## config.mk

```make
export PLATFORM = sky130hd
export DESIGN_NAME = tw_addr_gen_flat
export DESIGN_NICKNAME = d
export VERILOG_FILES = /design/src/rtl/tw_addr_gen_if.sv /design/src/rtl/tw_addr_gen.sv /design/src/flat_wrapper.sv
export SDC_FILE = /design/constraint.sdc
export NUM_CORES = 1
export LEC_CHECK = 0
export CELL_PAD_IN_SITES_DETAIL_PLACEMENT = 1
export CELL_PAD_IN_SITES_GLOBAL_PLACEMENT = 2
export CORE_AREA = 2 2 50 52
export DETAILED_ROUTE_END_ITERATION = 6
export DIE_AREA = 0 0 52 54
export GPL_ROUTABILITY_DRIVEN = 0
export PLACE_DENSITY = 0.8
export SKIP_CTS_REPAIR_TIMING = 1
export SLEW_MARGIN = 40
export SYNTH_ARGS = -nofsm -noshare
export SYNTH_HDL_FRONTEND = slang
export SYNTH_SLANG_ARGS = --single-unit
```

## constraint.sdc

```tcl
create_clock -name iCLK -period 3.87 [get_ports iCLK]
set_input_delay 0.774 -clock iCLK [delete_from_list [all_inputs] [get_ports iCLK]]
set_output_delay 0.774 -clock iCLK [all_outputs]
set_load 0.01 [all_outputs]
```

## src/rtl/tw_addr_gen_if.sv

```systemverilog
// Handshake and status bundle between the twiddle address generator and its
// consumers (twiddle ROM, butterfly unit, memory/control path).
interface tw_addr_gen_if #(
    parameter int unsigned WN = 3
) ();
    logic          iSTART;
    logic          iREADY;
    logic [WN-1:0] twiddle_addr;
    logic          oVALID;
    logic [1:0]    oSTAGE;
    logic [2:0]    oBF_IDX;
    logic          oSTAGE_DONE;
    logic          oDONE;
    logic          oBUSY;

    modport master (
        input  iSTART,
        input  iREADY,
        output twiddle_addr,
        output oVALID,
        output oSTAGE,
        output oBF_IDX,
        output oSTAGE_DONE,
        output oDONE,
        output oBUSY
    );

    modport slave (
        output iSTART,
        output iREADY,
        input  twiddle_addr,
        input  oVALID,
        input  oSTAGE,
        input  oBF_IDX,
        input  oSTAGE_DONE,
        input  oDONE,
        input  oBUSY
    );
endinterface

```

## src/rtl/tw_addr_gen.sv

```systemverilog
// Twiddle ROM address sequencer for the 16-point radix-2 DIF FFT: walks
// 4 stages x 8 butterflies under valid/ready backpressure.
module tw_addr_gen #(
    parameter int unsigned WN = 3,
    parameter int unsigned NS = 4
) (
    input  logic         iCLK,
    input  logic         iRSTn,
    tw_addr_gen_if.master bus
);
    localparam int unsigned SW = 2;
    localparam int unsigned BW = 3;

    typedef enum logic [1:0] {IDLE, RUN, FLUSH} state_t;

    state_t        state,      stateNext;
    logic [SW-1:0] stage,      stageNext;
    logic [BW-1:0] bfIdx,      bfIdxNext;
    logic [WN-1:0] addr,       addrNext;
    logic          valid,      validNext;
    logic          busy,       busyNext;
    logic          stageDone,  stageDoneNext;
    logic          done,       doneNext;
    logic [BW-1:0] bfInc;

    assign bfInc = bfIdx + 3'd1;

    // State and all output registers
    always_ff @(posedge iCLK or negedge iRSTn) begin
        if (!iRSTn) begin
            state     <= IDLE;
            stage     <= '0;
            bfIdx     <= '0;
            addr      <= '0;
            valid     <= 1'b0;
            busy      <= 1'b0;
            stageDone <= 1'b0;
            done      <= 1'b0;
        end else begin
            state     <= stateNext;
            stage     <= stageNext;
            bfIdx     <= bfIdxNext;
            addr      <= addrNext;
            valid     <= validNext;
            busy      <= busyNext;
            stageDone <= stageDoneNext;
            done      <= doneNext;
        end
    end

    // Next-state and next-output decode; strobes default low so they never hold
    always_comb begin
        stateNext     = state;
        stageNext     = stage;
        bfIdxNext     = bfIdx;
        addrNext      = addr;
        validNext     = valid;
        busyNext      = busy;
        stageDoneNext = 1'b0;
        doneNext      = 1'b0;

        case (state)
            IDLE: begin
                if (bus.iSTART) begin
                    stateNext = RUN;
                    validNext = 1'b1;
                    busyNext  = 1'b1;
                    stageNext = '0;
                    bfIdxNext = '0;
                    addrNext  = '0;
                end
            end
            RUN: begin
                if (valid && bus.iREADY) begin
                    if (bfIdx == 3'd7) begin
                        stageDoneNext = 1'b1;
                        bfIdxNext     = '0;
                        addrNext      = '0;
                        if (stage == SW'(NS - 1)) begin
                            stateNext = FLUSH;
                            validNext = 1'b0;
                            doneNext  = 1'b1;
                        end else begin
                            stageNext = stage + 2'd1;
                        end
                    end else begin
                        bfIdxNext = bfInc;
                        // Dropping the top s bits of j<<s is the same as (j mod (8>>s))<<s
                        addrNext  = WN'(bfInc << stage);
                    end
                end
            end
            FLUSH: begin
                stateNext = IDLE;
                validNext = 1'b0;
                busyNext  = 1'b0;
                stageNext = '0;
                bfIdxNext = '0;
                addrNext  = '0;
            end
            default: begin
                stateNext = IDLE;
                validNext = 1'b0;
                busyNext  = 1'b0;
                stageNext = '0;
                bfIdxNext = '0;
                addrNext  = '0;
            end
        endcase
    end

    assign bus.twiddle_addr = addr;
    assign bus.oVALID       = valid;
    assign bus.oSTAGE       = stage;
    assign bus.oBF_IDX      = bfIdx;
    assign bus.oSTAGE_DONE  = stageDone;
    assign bus.oDONE        = done;
    assign bus.oBUSY        = busy;
endmodule

```

## src/flat_wrapper.sv

```systemverilog
// flat-port wrapper written by rule: the top's interface ports become plain ports
module tw_addr_gen_flat 
#(
    parameter int unsigned WN = 3,
    parameter int unsigned NS = 4
)
  (iCLK, iRSTn, bus_iSTART, bus_iREADY, bus_twiddle_addr, bus_oVALID, bus_oSTAGE, bus_oBF_IDX, bus_oSTAGE_DONE, bus_oDONE, bus_oBUSY);
  tw_addr_gen_if #(.WN(WN)) bus_i ();
  input  logic iCLK;
  input  logic iRSTn;
  input wire logic [$bits(bus_i.iSTART)-1:0] bus_iSTART;
  input wire logic [$bits(bus_i.iREADY)-1:0] bus_iREADY;
  output wire logic [$bits(bus_i.twiddle_addr)-1:0] bus_twiddle_addr;
  output wire logic [$bits(bus_i.oVALID)-1:0] bus_oVALID;
  output wire logic [$bits(bus_i.oSTAGE)-1:0] bus_oSTAGE;
  output wire logic [$bits(bus_i.oBF_IDX)-1:0] bus_oBF_IDX;
  output wire logic [$bits(bus_i.oSTAGE_DONE)-1:0] bus_oSTAGE_DONE;
  output wire logic [$bits(bus_i.oDONE)-1:0] bus_oDONE;
  output wire logic [$bits(bus_i.oBUSY)-1:0] bus_oBUSY;
  assign bus_i.iSTART = bus_iSTART;
  assign bus_i.iREADY = bus_iREADY;
  assign bus_twiddle_addr = bus_i.twiddle_addr;
  assign bus_oVALID = bus_i.oVALID;
  assign bus_oSTAGE = bus_i.oSTAGE;
  assign bus_oBF_IDX = bus_i.oBF_IDX;
  assign bus_oSTAGE_DONE = bus_i.oSTAGE_DONE;
  assign bus_oDONE = bus_i.oDONE;
  assign bus_oBUSY = bus_i.oBUSY;
  tw_addr_gen #(.WN(WN), .NS(NS)) u_core (.iCLK(iCLK), .iRSTn(iRSTn), .bus(bus_i));
endmodule
```

=== Word level (Yosys, flattened, before mapping) ===
Cells that the tools add are included.

* Output and inout port bits: 12
* Logic and storage cells: 56
* Register bits after elaboration: 14
* Bits of input ports: 4

* Eq/ne operators: 8
* $add $sub $neg: 2
* Bitwise operators: 1
* Mux-type cells: 30
* Reductions and logical operators: 6
* Shift operators: 1

{| class="wikitable"
|+ Operators with widths
! kind !! number
|-
| two-way mux 2 bit || 8
|-
| two-way mux 3 bit || 5
|-
| case mux 3 bit (2 select lines) || 2
|-
| two-way mux 1 bit || 11
|-
| case mux 2 bit (2 select lines) || 2
|-
| AND reduction 4 bit || 2
|-
| inequality test 2 x 1 -> 1 bit, second input constant || 3
|-
| inequality test 2 bit, second input constant || 2
|-
| case mux 1 bit (2 select lines) || 2
|-
| AND reduction 2 bit || 2
|-
| adder 3 x 1 -> 3 bit, second input constant || 1
|-
| == test 3 bit, second input constant || 1
|-
| << shifter 3 x 2 -> 3 bit || 1
|-
| adder 2 x 1 -> 2 bit, second input constant || 1
|-
| == test 2 x 1 -> 1 bit, second input constant || 1
|-
| == test 2 bit, second input constant || 1
|-
| logical NOT 2 bit || 1
|-
| logical AND 1 bit || 1
|-
| NOT 1 bit || 1
|}

=== Longest topological paths before layout ===
* Depth in word-level cells: 5
* Gate-level depth with buffers: 6
* Mapped depth without buffers: 6

=== Worst setup path before layout ===
Ideal clock, no wire load.

* Kind: input to register
* From: in bus_iSTART
* To: reg u_core.bfIdx[0] (netlist: u_core.bus.oBF_IDX[0])
* Setup slack: 2.139 ns
* Data required time: 3.745 ns
* Library setup time: 0.125 ns
* Arrival time: 1.607 ns
* Buffers on the path: 0
* Stages on the path: 4
* Cell sequence: nor2b_1 -> a311oi_2 -> nor2_1 -> mux2_2

* Longest elaborated chain between the ends: 2

{| class="wikitable"
|+ Ends and longest elaborated chain
! element !! line !! text
|-
| start: declaration || flat_wrapper.sv:11 || <nowiki>input wire logic [$bits(bus_i.iSTART)-1:0] bus_iSTART;</nowiki>
|-
| inequality test 2 bit (no line) || -- ||
|-
| AND reduction 2 bit (no line) || -- ||
|-
| end signal: assignment || tw_addr_gen.sv:42 || <nowiki>bfIdx <= bfIdxNext;</nowiki>
|-
| end: declaration || tw_addr_gen.sv:18 || <nowiki>logic [BW-1:0] bfIdx, bfIdxNext;</nowiki>
|}

Every way passes these cells.
A chain may end at the register's enable or synchronous reset.

=== Worst setup path in the final report ===
* From: reg u_core.stage[0] (netlist: u_core.bus.oSTAGE[0])
* To: out bus_oSTAGE[0]

{| class="wikitable"
|+ RTL lines
! element !! line !! text
|-
| start: declaration || tw_addr_gen.sv:17 || <nowiki>logic [SW-1:0] stage, stageNext;</nowiki>
|-
| start signal: assignment || tw_addr_gen.sv:41 || <nowiki>stage <= stageNext;</nowiki>
|-
| end: declaration || flat_wrapper.sv:15 || <nowiki>output wire logic [$bits(bus_i.oSTAGE)-1:0] bus_oSTAGE;</nowiki>
|}

No word-level cell between the ends.

==> results.json <==
{
  "status": "finished clean",
  "fin_nets": 88,
  "cpLargestDelayFamily": "buffers and inverters",
  "slew_viol_final": 0,
  "final_cell_mix": "clkdlybuf4s50_1, dfrtp_1, nor2_1, nand2_1",
  "cts_buffers": 3,
  "die_y_um": 54,
  "syn_to_final_growth_pct": 31.9,
  "min_path_cells": 2,
  "cts.clk_slew.worst_paths_ns": 0.08,
  "crit_path_cell_trace": "clkdlybuf4s50_1",
  "num_antenna_cells": 0,
  "port_buffers": 15,
  "regToRegSetupSlack_ns": 2.08,
  "fin_setup_tns_ns": 0,
  "power_density_mw_per_mm2": 600,
  "viasPerCell": 4.94,
  "synth_compound_area_share_pct": 14.8,
  "slowest_delay_ns": 0.60,
  "cts_tree": "yes",
  "finalCritPeriodShare_pct": 55.4,
  "synthMuxAreaShare_pct": 4.94,
  "hold_viol": 0,
  "synth_seq_cells": 14,
  "max-vdd-ir-drop_v": 0.000270,
  "ff2ff_path_depth": 5,
  "min-delay-start": "u_core.bus.oBUSY$_DFFE_PN0P_",
  "root_buffer": "clkbuf_4",
  "period_needed_ns": 2.14,
  "ys_types": 24,
  "startpoint_type": "flip-flop",
  "grt_busiest_layer": "met2",
  "syn-cell-area_um2": 658,
  "worstReg2RegEnd": "u_core.bus.twiddle_addr[1]$_DFFE_PN0P_",
  "synthAdderAreaFrac_pct": 7.60,
  "io_pins": 16,
  "cp.required_ns": 3.10,
  "p_leak_uw": 0.000395,
  "core-area_mm2": 0.00232,
  "clk_latency_ns": 0.27,
  "antenna_found_initial": 0,
  "grt_pass1_wl_um": 2390,
  "finalClockSkew_ns": 0.00861,
  "cts_buffer_depth": 2,
  "grt_usage_pct": 11.8,
  "use_met1_pct": 14.2,
  "synth_area_per_cell_um2": 11.0,
  "wl_per_cell_um": 12.9,
  "drive_gt1_share_pct": 10.3,
  "grtUsageMet3_pct": 3.06,
  "max_freq_mhz": 466,
  "vias": 533,
  "fill_cells": 270,
  "drv_cap": 0,
  "initial_core_util_pct": 28.4,
  "grt_pass1_vias": 525,
  "slowest_stage": "clkdlybuf4s50_1",
  "synthCells": 60,
  "synth_top_family_by_area": "simple AND/OR/NAND/NOR gates",
  "place_hpwl_um": 1060,
  "ant_nets": 0,
  "yosysSeqAreaShare_pct": 53.2,
  "finalPower_uw": 521,
  "path_max_fanout": 8,
  "synth-warning-count": 0,
  "numClockSinks": 14,
  "path_buf_inv": 1,
  "grt-ovfl-total": 0,
  "crit_arrival_ns": 1.37,
  "dr.pass1.iters": 4,
  "worstHoldPathType": "flip-flop to flip-flop",
  "critPathKind": "flip-flop to output port",
  "drc_errors": 0,
  "synth-simple-area-share_pct": 17.1,
  "min_to": "u_core.bus.oBUSY$_DFFE_PN0P_",
  "grt_start_max_net_pins": 15,
  "routed_wl_um": 1390,
  "syn-num-nets": 68,
  "tightestPinTransition_ns": 0.635,
  "end_kind": "output port",
  "setup_viol": 0,
  "rsz0062_at_grt": "false",
  "h-tree-depth": 1,
  "gr-usage-met2_pct": 19.4,
  "rr_startpoint": "u_core.bus.oBF_IDX[0]$_DFFE_PN0P_",
  "slew_headroom_pct": 57.5,
  "synthXorXnorAreaFrac_pct": 0,
  "final_common_cell": "clkdlybuf4s50_1",
  "num_rows": 18,
  "die_w_um": 52,
  "drt-initial-drc-count": 5,
  "dieArea_mm2": 0.00281
}
[worst max-delay path by stage]
stage / from / slack (ns) / endpoint / cells after the start
floorplan: bus_iSTART / 2.14 / u_core.bus.oBF_IDX[0]$_DFFE_PN0P_ / 4
global placement: bus_iSTART / 1.65 / u_core.bus.oBF_IDX[0]$_DFFE_PN0P_ / 6
detailed placement: bus_iSTART / 1.60 / u_core.bus.twiddle_addr[1]$_DFFE_PN0P_ / 6
CTS: u_core.bus.oSTAGE[0]$_DFFE_PN0P_ / 1.72 / bus_oSTAGE[0] / 1
global route: u_core.bus.oSTAGE[0]$_DFFE_PN0P_ / 1.65 / bus_oSTAGE[0] / 1
finish: u_core.bus.oSTAGE[0]$_DFFE_PN0P_ / 1.73 / bus_oSTAGE[0] / 1
[sequential cells by signal, indices dropped and copies added (netlist names)]
name,count
u_core.bus.oBF_IDX,3
u_core.bus.oBUSY,1
u_core.bus.oDONE,1
u_core.bus.oSTAGE,2
u_core.bus.oSTAGE_DONE,1
u_core.bus.oVALID,1
u_core.bus.twiddle_addr,3
u_core.state,2
[worst min-delay path, cell delays in order (launching register included)]
cell and delay (ns):
dfrtp_1 0.35, nor2_1 0.05, nor2_1 0.08
[cell type report]
class	instances	area (µm²)	area share, %
clock buffer	3	22.5	2.59
sequential	14	350	40.3
tap	30	37.5	4.32
timing repair buffer	16	158	18.2
multi-input combinational	43	293	33.7
inverter	2	7.51	0.865
[cells in the mapped netlist (all sizes together)]
master  instances  area share (%)
nand2           5             2.9
buf             1             1.1
nor3            1            0.76
nor2b           2             1.9
a311oi          2             3.6
a21o            1             1.1
nand2b          1            0.95
o21ai           4             3.0
dfrtp          14              53
inv             2             1.1
a22o            3             4.0
nand4           1            0.95
nor2            7             4.0
o31ai           2             2.3
nand3b          1             1.1
and3            2             1.9
a21oi           1            0.76
or2             1            0.95
mux2            2             3.4
and2            1            0.95
ha              4             7.6
nand3           1            0.76
mux2i           1             1.5
[routing by layer]
layer | routed length [µm] | vias up
met5 | 0 | -
met4 | 10 | 0
met3 | 93 | 2
met2 | 690 | 15
met1 | 595 | 263
li1 | - | 253
[cells by family after synthesis]
kind of cell,Yosys count
compound gates,13
fa+ha+maj,4
buf+inv,3
flops,14
mux,3
simple gates,23
[power breakdown]
group | internal (µW) | switching (µW)
Combinational | 120 | 107
Sequential | 180 | 35.3
Clock | 35.9 | 42.0
[metrics by stage]
stage                     utilization, %  hold WS [ns]  instance area (µm²)  setup WS (ns)  std cells
final                               37.4         0.513                  868           1.73        108
after global routing                37.4         0.549                  868           1.65        108
after CTS                           37.4         0.522                  868           1.72        108
after detailed placement            36.5         0.499                  846           1.60        105
after global placement              36.5         0.497                  846           1.65        105
after floorplan                        -         0.474                  658           2.14         60
(Power assumes the default switching activity.)
